### src/rtl/bnn_pkg.sv
// Shared constants, state encoding and reset defaults for the BNN sequencer.
package bnn_pkg;

    localparam int unsigned NUM_NEURONS = 4;
    localparam int unsigned NUM_WEIGHTS = 6;
    localparam int unsigned SUM_W       = 3;
    localparam int unsigned CFG_W       = 9;

    typedef enum logic [1:0] {
        ST_IDLE = 2'd0,
        ST_CFG  = 2'd1,
        ST_EVAL = 2'd2,
        ST_OUT  = 2'd3
    } bnn_state_t;

    localparam logic [NUM_WEIGHTS-1:0] DEF_WEIGHT0 = 6'b111000;
    localparam logic [NUM_WEIGHTS-1:0] DEF_WEIGHT1 = 6'b000111;
    localparam logic [NUM_WEIGHTS-1:0] DEF_WEIGHT2 = 6'b001100;
    localparam logic [NUM_WEIGHTS-1:0] DEF_WEIGHT3 = 6'b110011;
    localparam logic [SUM_W-1:0]       DEF_THR     = 3'd2;

    // Default weight for neuron n; larger arrays repeat the four base patterns.
    function automatic logic [NUM_WEIGHTS-1:0] default_weight(input int unsigned n);
        case (n % 4)
            0:       return DEF_WEIGHT0;
            1:       return DEF_WEIGHT1;
            2:       return DEF_WEIGHT2;
            default: return DEF_WEIGHT3;
        endcase
    endfunction

endpackage

### src/rtl/bnn_xnor_popcount.sv
// Combinational XNOR-popcount: number of positions where weight and data agree.
module bnn_xnor_popcount
    import bnn_pkg::*;
#(
    parameter int unsigned NUM_WEIGHTS = bnn_pkg::NUM_WEIGHTS,
    parameter int unsigned SUM_W       = bnn_pkg::SUM_W
) (
    input  logic [NUM_WEIGHTS-1:0] weight_i,
    input  logic [NUM_WEIGHTS-1:0] data_i,
    output logic [SUM_W-1:0]       sum_o
);

    logic [NUM_WEIGHTS-1:0] match;

    // Count agreeing bit positions.
    always_comb begin
        match = ~(weight_i ^ data_i);
        sum_o = '0;
        for (int unsigned i = 0; i < NUM_WEIGHTS; i++) begin
            sum_o = sum_o + SUM_W'(match[i]);
        end
    end

endmodule

### src/rtl/bnn_seq_ctrl.sv
// Sequential binary-neural-network controller: reconfigurable weights and
// thresholds, one neuron evaluated per cycle through a shared popcount unit.
module bnn_seq_ctrl
    import bnn_pkg::*;
#(
    parameter int unsigned NUM_NEURONS = bnn_pkg::NUM_NEURONS,
    parameter int unsigned NUM_WEIGHTS = bnn_pkg::NUM_WEIGHTS
) (
    input  logic                   clk,
    input  logic                   rst_n,
    input  logic                   cfg_start,
    input  logic                   cfg_valid,
    output logic                   cfg_ready,
    input  logic [CFG_W-1:0]       cfg_data,
    input  logic                   in_valid,
    output logic                   in_ready,
    input  logic [NUM_WEIGHTS-1:0] in_data,
    output logic                   out_valid,
    input  logic                   out_ready,
    output logic [NUM_NEURONS-1:0] out_data,
    output logic [1:0]             state_dbg
);

    localparam int unsigned      IDX_W    = (NUM_NEURONS > 1) ? $clog2(NUM_NEURONS) : 1;
    localparam logic [IDX_W-1:0] LAST_IDX = IDX_W'(NUM_NEURONS - 1);

    bnn_state_t             state_q, state_d;
    logic [IDX_W-1:0]       cfg_idx_q, cfg_idx_d;
    logic [IDX_W-1:0]       idx_q, idx_d;
    logic [NUM_WEIGHTS-1:0] in_reg_q, in_reg_d;
    logic [NUM_NEURONS-1:0] out_data_q, out_data_d;
    logic [NUM_WEIGHTS-1:0] weight_q [NUM_NEURONS];
    logic [SUM_W-1:0]       thr_q    [NUM_NEURONS];
    logic                   cfg_we;
    logic [SUM_W-1:0]       pop_sum;
    logic                   neuron_fire;

    bnn_xnor_popcount #(
        .NUM_WEIGHTS (NUM_WEIGHTS),
        .SUM_W       (SUM_W)
    ) u_popcount (
        .weight_i (weight_q[idx_q]),
        .data_i   (in_reg_q),
        .sum_o    (pop_sum)
    );

    // Unsigned compare: threshold 0 always fires, threshold 7 never can.
    assign neuron_fire = (pop_sum >= thr_q[idx_q]);

    // Next-state and handshake outputs.
    always_comb begin
        state_d    = state_q;
        cfg_idx_d  = cfg_idx_q;
        idx_d      = idx_q;
        in_reg_d   = in_reg_q;
        out_data_d = out_data_q;
        cfg_we     = 1'b0;
        in_ready   = 1'b0;
        cfg_ready  = 1'b0;
        out_valid  = 1'b0;
        case (state_q)
            ST_IDLE: begin
                in_ready = ~cfg_start;
                if (cfg_start) begin
                    state_d   = ST_CFG;
                    cfg_idx_d = '0;
                end else if (in_valid) begin
                    in_reg_d = in_data;
                    idx_d    = '0;
                    state_d  = ST_EVAL;
                end
            end
            ST_CFG: begin
                cfg_ready = 1'b1;
                if (cfg_valid) begin
                    cfg_we    = 1'b1;
                    cfg_idx_d = cfg_idx_q + IDX_W'(1);
                    if (cfg_idx_q == LAST_IDX) begin
                        cfg_idx_d = '0;
                        state_d   = ST_IDLE;
                    end
                end
            end
            ST_EVAL: begin
                out_data_d[idx_q] = neuron_fire;
                idx_d             = idx_q + IDX_W'(1);
                if (idx_q == LAST_IDX) begin
                    idx_d   = '0;
                    state_d = ST_OUT;
                end
            end
            ST_OUT: begin
                out_valid = 1'b1;
                if (out_ready) begin
                    state_d = ST_IDLE;
                end
            end
            default: state_d = ST_IDLE;
        endcase
    end

    // Control and datapath registers.
    always_ff @(posedge clk or negedge rst_n) begin
        if (!rst_n) begin
            state_q    <= ST_IDLE;
            cfg_idx_q  <= '0;
            idx_q      <= '0;
            in_reg_q   <= '0;
            out_data_q <= '0;
        end else begin
            state_q    <= state_d;
            cfg_idx_q  <= cfg_idx_d;
            idx_q      <= idx_d;
            in_reg_q   <= in_reg_d;
            out_data_q <= out_data_d;
        end
    end

    // Configuration memory; written only by CFG handshakes.
    always_ff @(posedge clk or negedge rst_n) begin
        if (!rst_n) begin
            for (int unsigned i = 0; i < NUM_NEURONS; i++) begin
                weight_q[i] <= NUM_WEIGHTS'(default_weight(i));
                thr_q[i]    <= DEF_THR;
            end
        end else if (cfg_we) begin
            weight_q[cfg_idx_q] <= cfg_data[NUM_WEIGHTS-1:0];
            thr_q[cfg_idx_q]    <= cfg_data[CFG_W-1 -: SUM_W];
        end
    end

    assign out_data  = out_data_q;
    assign state_dbg = state_q;

endmodule

### config.mk
export PLATFORM = sky130hd
export DESIGN_NAME = bnn_seq_ctrl
export DESIGN_NICKNAME = d
export VERILOG_FILES = /design/src/rtl/bnn_pkg.sv /design/src/rtl/bnn_xnor_popcount.sv /design/src/rtl/bnn_seq_ctrl.sv
export SDC_FILE = /design/constraint.sdc
export NUM_CORES = 1
export LEC_CHECK = 0
export ABC_AREA = 1
export BUFFER_PORTS_ARGS = -buffer_cell sky130_fd_sc_hd__buf_4
export CAP_MARGIN = 20
export CORE_MARGIN = 2
export CORE_UTILIZATION = 35
export DETAILED_ROUTE_END_ITERATION = 8
export PLACE_DENSITY = 0.52
export SETUP_SLACK_MARGIN = 0.3
export SLEW_MARGIN = 0
export SYNTH_ARGS = -nofsm -noshare
export SYNTH_HDL_FRONTEND = slang
export SYNTH_HIERARCHICAL = 1
export SYNTH_SLANG_ARGS = --single-unit
### constraint.sdc
create_clock -name clk -period 4.95 [get_ports clk]
set_clock_uncertainty 0.2 [all_clocks]
set_input_delay 0.99 -clock clk [delete_from_list [all_inputs] [get_ports clk]]
set_output_delay 0.99 -clock clk [all_outputs]
set_load 0.02 [all_outputs]
==> results by group <==
Setup path
  • WS Path Type: register to register
  • Worst-path fanout max: 13
  • Setup crit start: idx_q[1]
  • CP endpoint kind: register
  • Worst setup SP type: register
  • Data arrival, critical path: 4.14 ns
  • Reg2Reg Setup Slack: 0.86 ns
  • R2r startpoint: idx_q[1]
  • Req. time, crit path: 5.00 ns

Timing
  • RSZ-0062 raised after global routing: false
  • Final setup vio count: 0
  • Max frequency: 244 MHz
  • Slew HR: 56.3%
  • Setup TNS: 0 ns
  • Final Slew Violations: 0
  • Fin. Hold Viols: 0
  • Period utilisation layout: 82.7%
  • Post-layout min period: 4.09 ns
  • Slew @ Worst Pin: 0.656 ns

Synth
  • Post-Synth Simple-Gate Area: 21.2%
  • Synth Cell Area: 2800 sq um
  • Distinct cells, synth: 26
  • Post-synth ARST share: 100%
  • FF+latch count, synth: 52
  • Synth Area per Inst: 8.59 sq um
  • Main combinational cell family by area after synthesis: simple AND/OR/NAND/NOR gates
  • Post-synthesis mux area share: 0%
  • YS warnings: 6
  • Synth Flop Type: dfrtp_1
  • Seq/Total Area, Yosys: 47.2%
  • XOR/XNOR Fraction of Synth Area: 0%
  • Post-Syn Nets: 362
  • Post-Syn Instances: 326
  • Synth Area in Adders: 7.50%
  • Post-synth EDFFs: 0
  • Complex-gate fraction of the synthesized area: 16.2%

Detailed routing
  • Vias post-DR: 2079
  • Detailed Route Iter0 Violations: 74
  • Antenna viol nets, final: 0
  • TritonRoute pass-1 iters: 4
  • Final wirelength: 5.79 mm
  • DRC: 0
  • DR WL/cell: 12.7 um
  • Vias per cell: 4.57

Power
  • VDD IR-drop max: 403 uV
  • P per Cell Area: 775 nW/um^2
  • Leak: 1.59 nW

Job
  • Max cap viols: 0

Global routing
  • Initial antenna violation count: 0
  • Number of global-route vias before repair: 1988
  • Total track usage: 14.5%
  • Residual overflow from global routing: 0
  • First-pass GRT wire length: 9.87 mm
  • Global routing usage on met1: 21.7%
  • Grt met3 use: 2.90%
  • Grt met2 use: 21.1%
  • Largest net degree at the start of global routing: 53
  • Most used routing layer in global routing: met1

Layout
  • Commonest cells after routing, fill and taps aside: 87 x nand2_1, 36 x dfrtp_1, 34 x inv_1, 30 x buf_4
  • Commonest non-fill, non-tap cell in the layout: nand2_1
  • Nets: 388
  • Layout area overhead: 13.1%
  • Fin util: 41.0%
  • Share of cells above drive strength 1: 22.1%
  • Antenna cells: 0

Place
  • Post-DP HPWL: 4.25 mm
  • Final GP Congestion: 0.747
  • Port bufs: 29

Die
  • Die Ht: 93.5 um
  • FP Rows: 32
  • Die area: 8740 sq um
  • Die Wd: 93.5 um
  • Core Area: 7730 sq um
  • Ports: 30
  • Initial core utilization: 36.3%

CTS
  • Clk Latency, worst-skew pair: 0.31 ns
  • TritonCTS buffer count: 5
  • Clock transition at the registers of the reported paths: 0.09 ns
  • # clock sinks: 52
  • CTS H-Tree Depth: 2
  • Clock Path Buffers: 2
  • Hold_buf cts: 0
  • Postcts setup bufs: 0
  • CTS tree: done
  • Root Driver: clkbuf_8
  • Gates resized, CTS repair: 0

Hold path
  • Worst Hold Class: register to register
  • Hold_sp: thr_q[4]

Outcome
  • Outcome: finished, final reports clean
==> routing by layer <==
metal	vias up	part of all wire (%)
li1	1103	-
met1	944	54
met2	28	42
met3	4	3.0
met4	0	0.66
met5	-	0
==> power breakdown <==
part,total (mW),internal [mW],leakage [nW],switching [mW]
Clock,0.247,0.101,0.0414,0.146
Sequential,0.779,0.635,0.626,0.144
Combinational,1.43,0.590,0.925,0.839
Total,2.45,1.33,1.59,1.13
==> critical path: stages, from the launching register on <==
cell and delay, ns:
dfrtp_1 0.56, clkinv_1 0.33, o21ai_0 0.16, o22ai_1 0.13
nand2_1 0.08, nand2_1 0.07, fa_1 0.50, fa_1 0.49
ha_1 0.22, fa_1 0.44, ha_1 0.32, nand2_1 0.05
o211ai_1 0.31, nand2_1 0.10, nand2_1 0.07
==> cells in the mapped netlist (2+ instances only) <==
cell,count,area share [%]
o21ai_0,25,4.5
nand3_1,15,2.7
dfrtp_1,36,32
inv_1,34,4.6
dfstp_2,16,15
fa_1,3,2.1
nand2_1,87,12
buf_2,2,0.36
o22a_1,2,0.63
o21ai_1,22,3.9
ha_1,12,5.4
a21oi_1,2,0.36
clkbuf_1,4,0.54
clkinv_1,2,0.27
o22ai_1,7,1.6
nand2_4,5,2.0
nor2_1,25,3.3
o21ai_2,16,5.0
buf_6,4,1.6
==> area by class of cell <==
| type | instances | area, sq um |
|---|---|---|
| tap | 102 | 128 |
| fill | 793 | 4560 |
| inverter | 38 | 148 |
| clock inverter | 2 | 16.3 |
| multi-input combinational | 225 | 1260 |
| timing repair buffer | 30 | 225 |
| clock buffer | 6 | 72.6 |
| sequential | 52 | 1320 |
==> registers in the layout (all words and copies together) (netlist names) <==
register	cells
weight_q	24
in_reg_q	6
cfg_idx_q	2
thr_q	12
state_dbg	2
idx_q	2
out_data	4
==> per-stage QoR <==
stage	area [sq um]	worst slack (ns)	hold slack [ns]	cells	power, mW
final	3170	0.855	0.279	455	2.45
after global routing	3170	0.602	0.296	455	2.74
after CTS	3170	0.817	0.281	455	2.48
after detailed placement	3080	0.828	0.268	447	2.24
after global placement	3080	0.991	0.264	447	2.17
after floorplan	2800	1.11	0.249	326	1.87
==> cells by family (layout without fill, tap and decap cells) <==
logic type	Yosys count	count (layout)
DFF	52	52
buffers and inverters	49	76
AOI/OAI and AO/OA	75	75
adders and majority gates	15	15
and+or+nand+nor	135	135
==> final timing paths <==
| kind | end | depth (start not counted) |
|---|---|---|
| max in group asynchronous | in_reg_q[1] | 1 |
| worst max register to register | out_data[1] | 14 |
| worst max-delay path | out_data[1] | 14 |
| worst min-delay path | thr_q[4] | 2 |
| min in group asynchronous | cfg_idx_q[0] | 1 |
| worst min register to register | thr_q[4] | 2 |
Note: power is estimated with default switching activity, not from simulation.
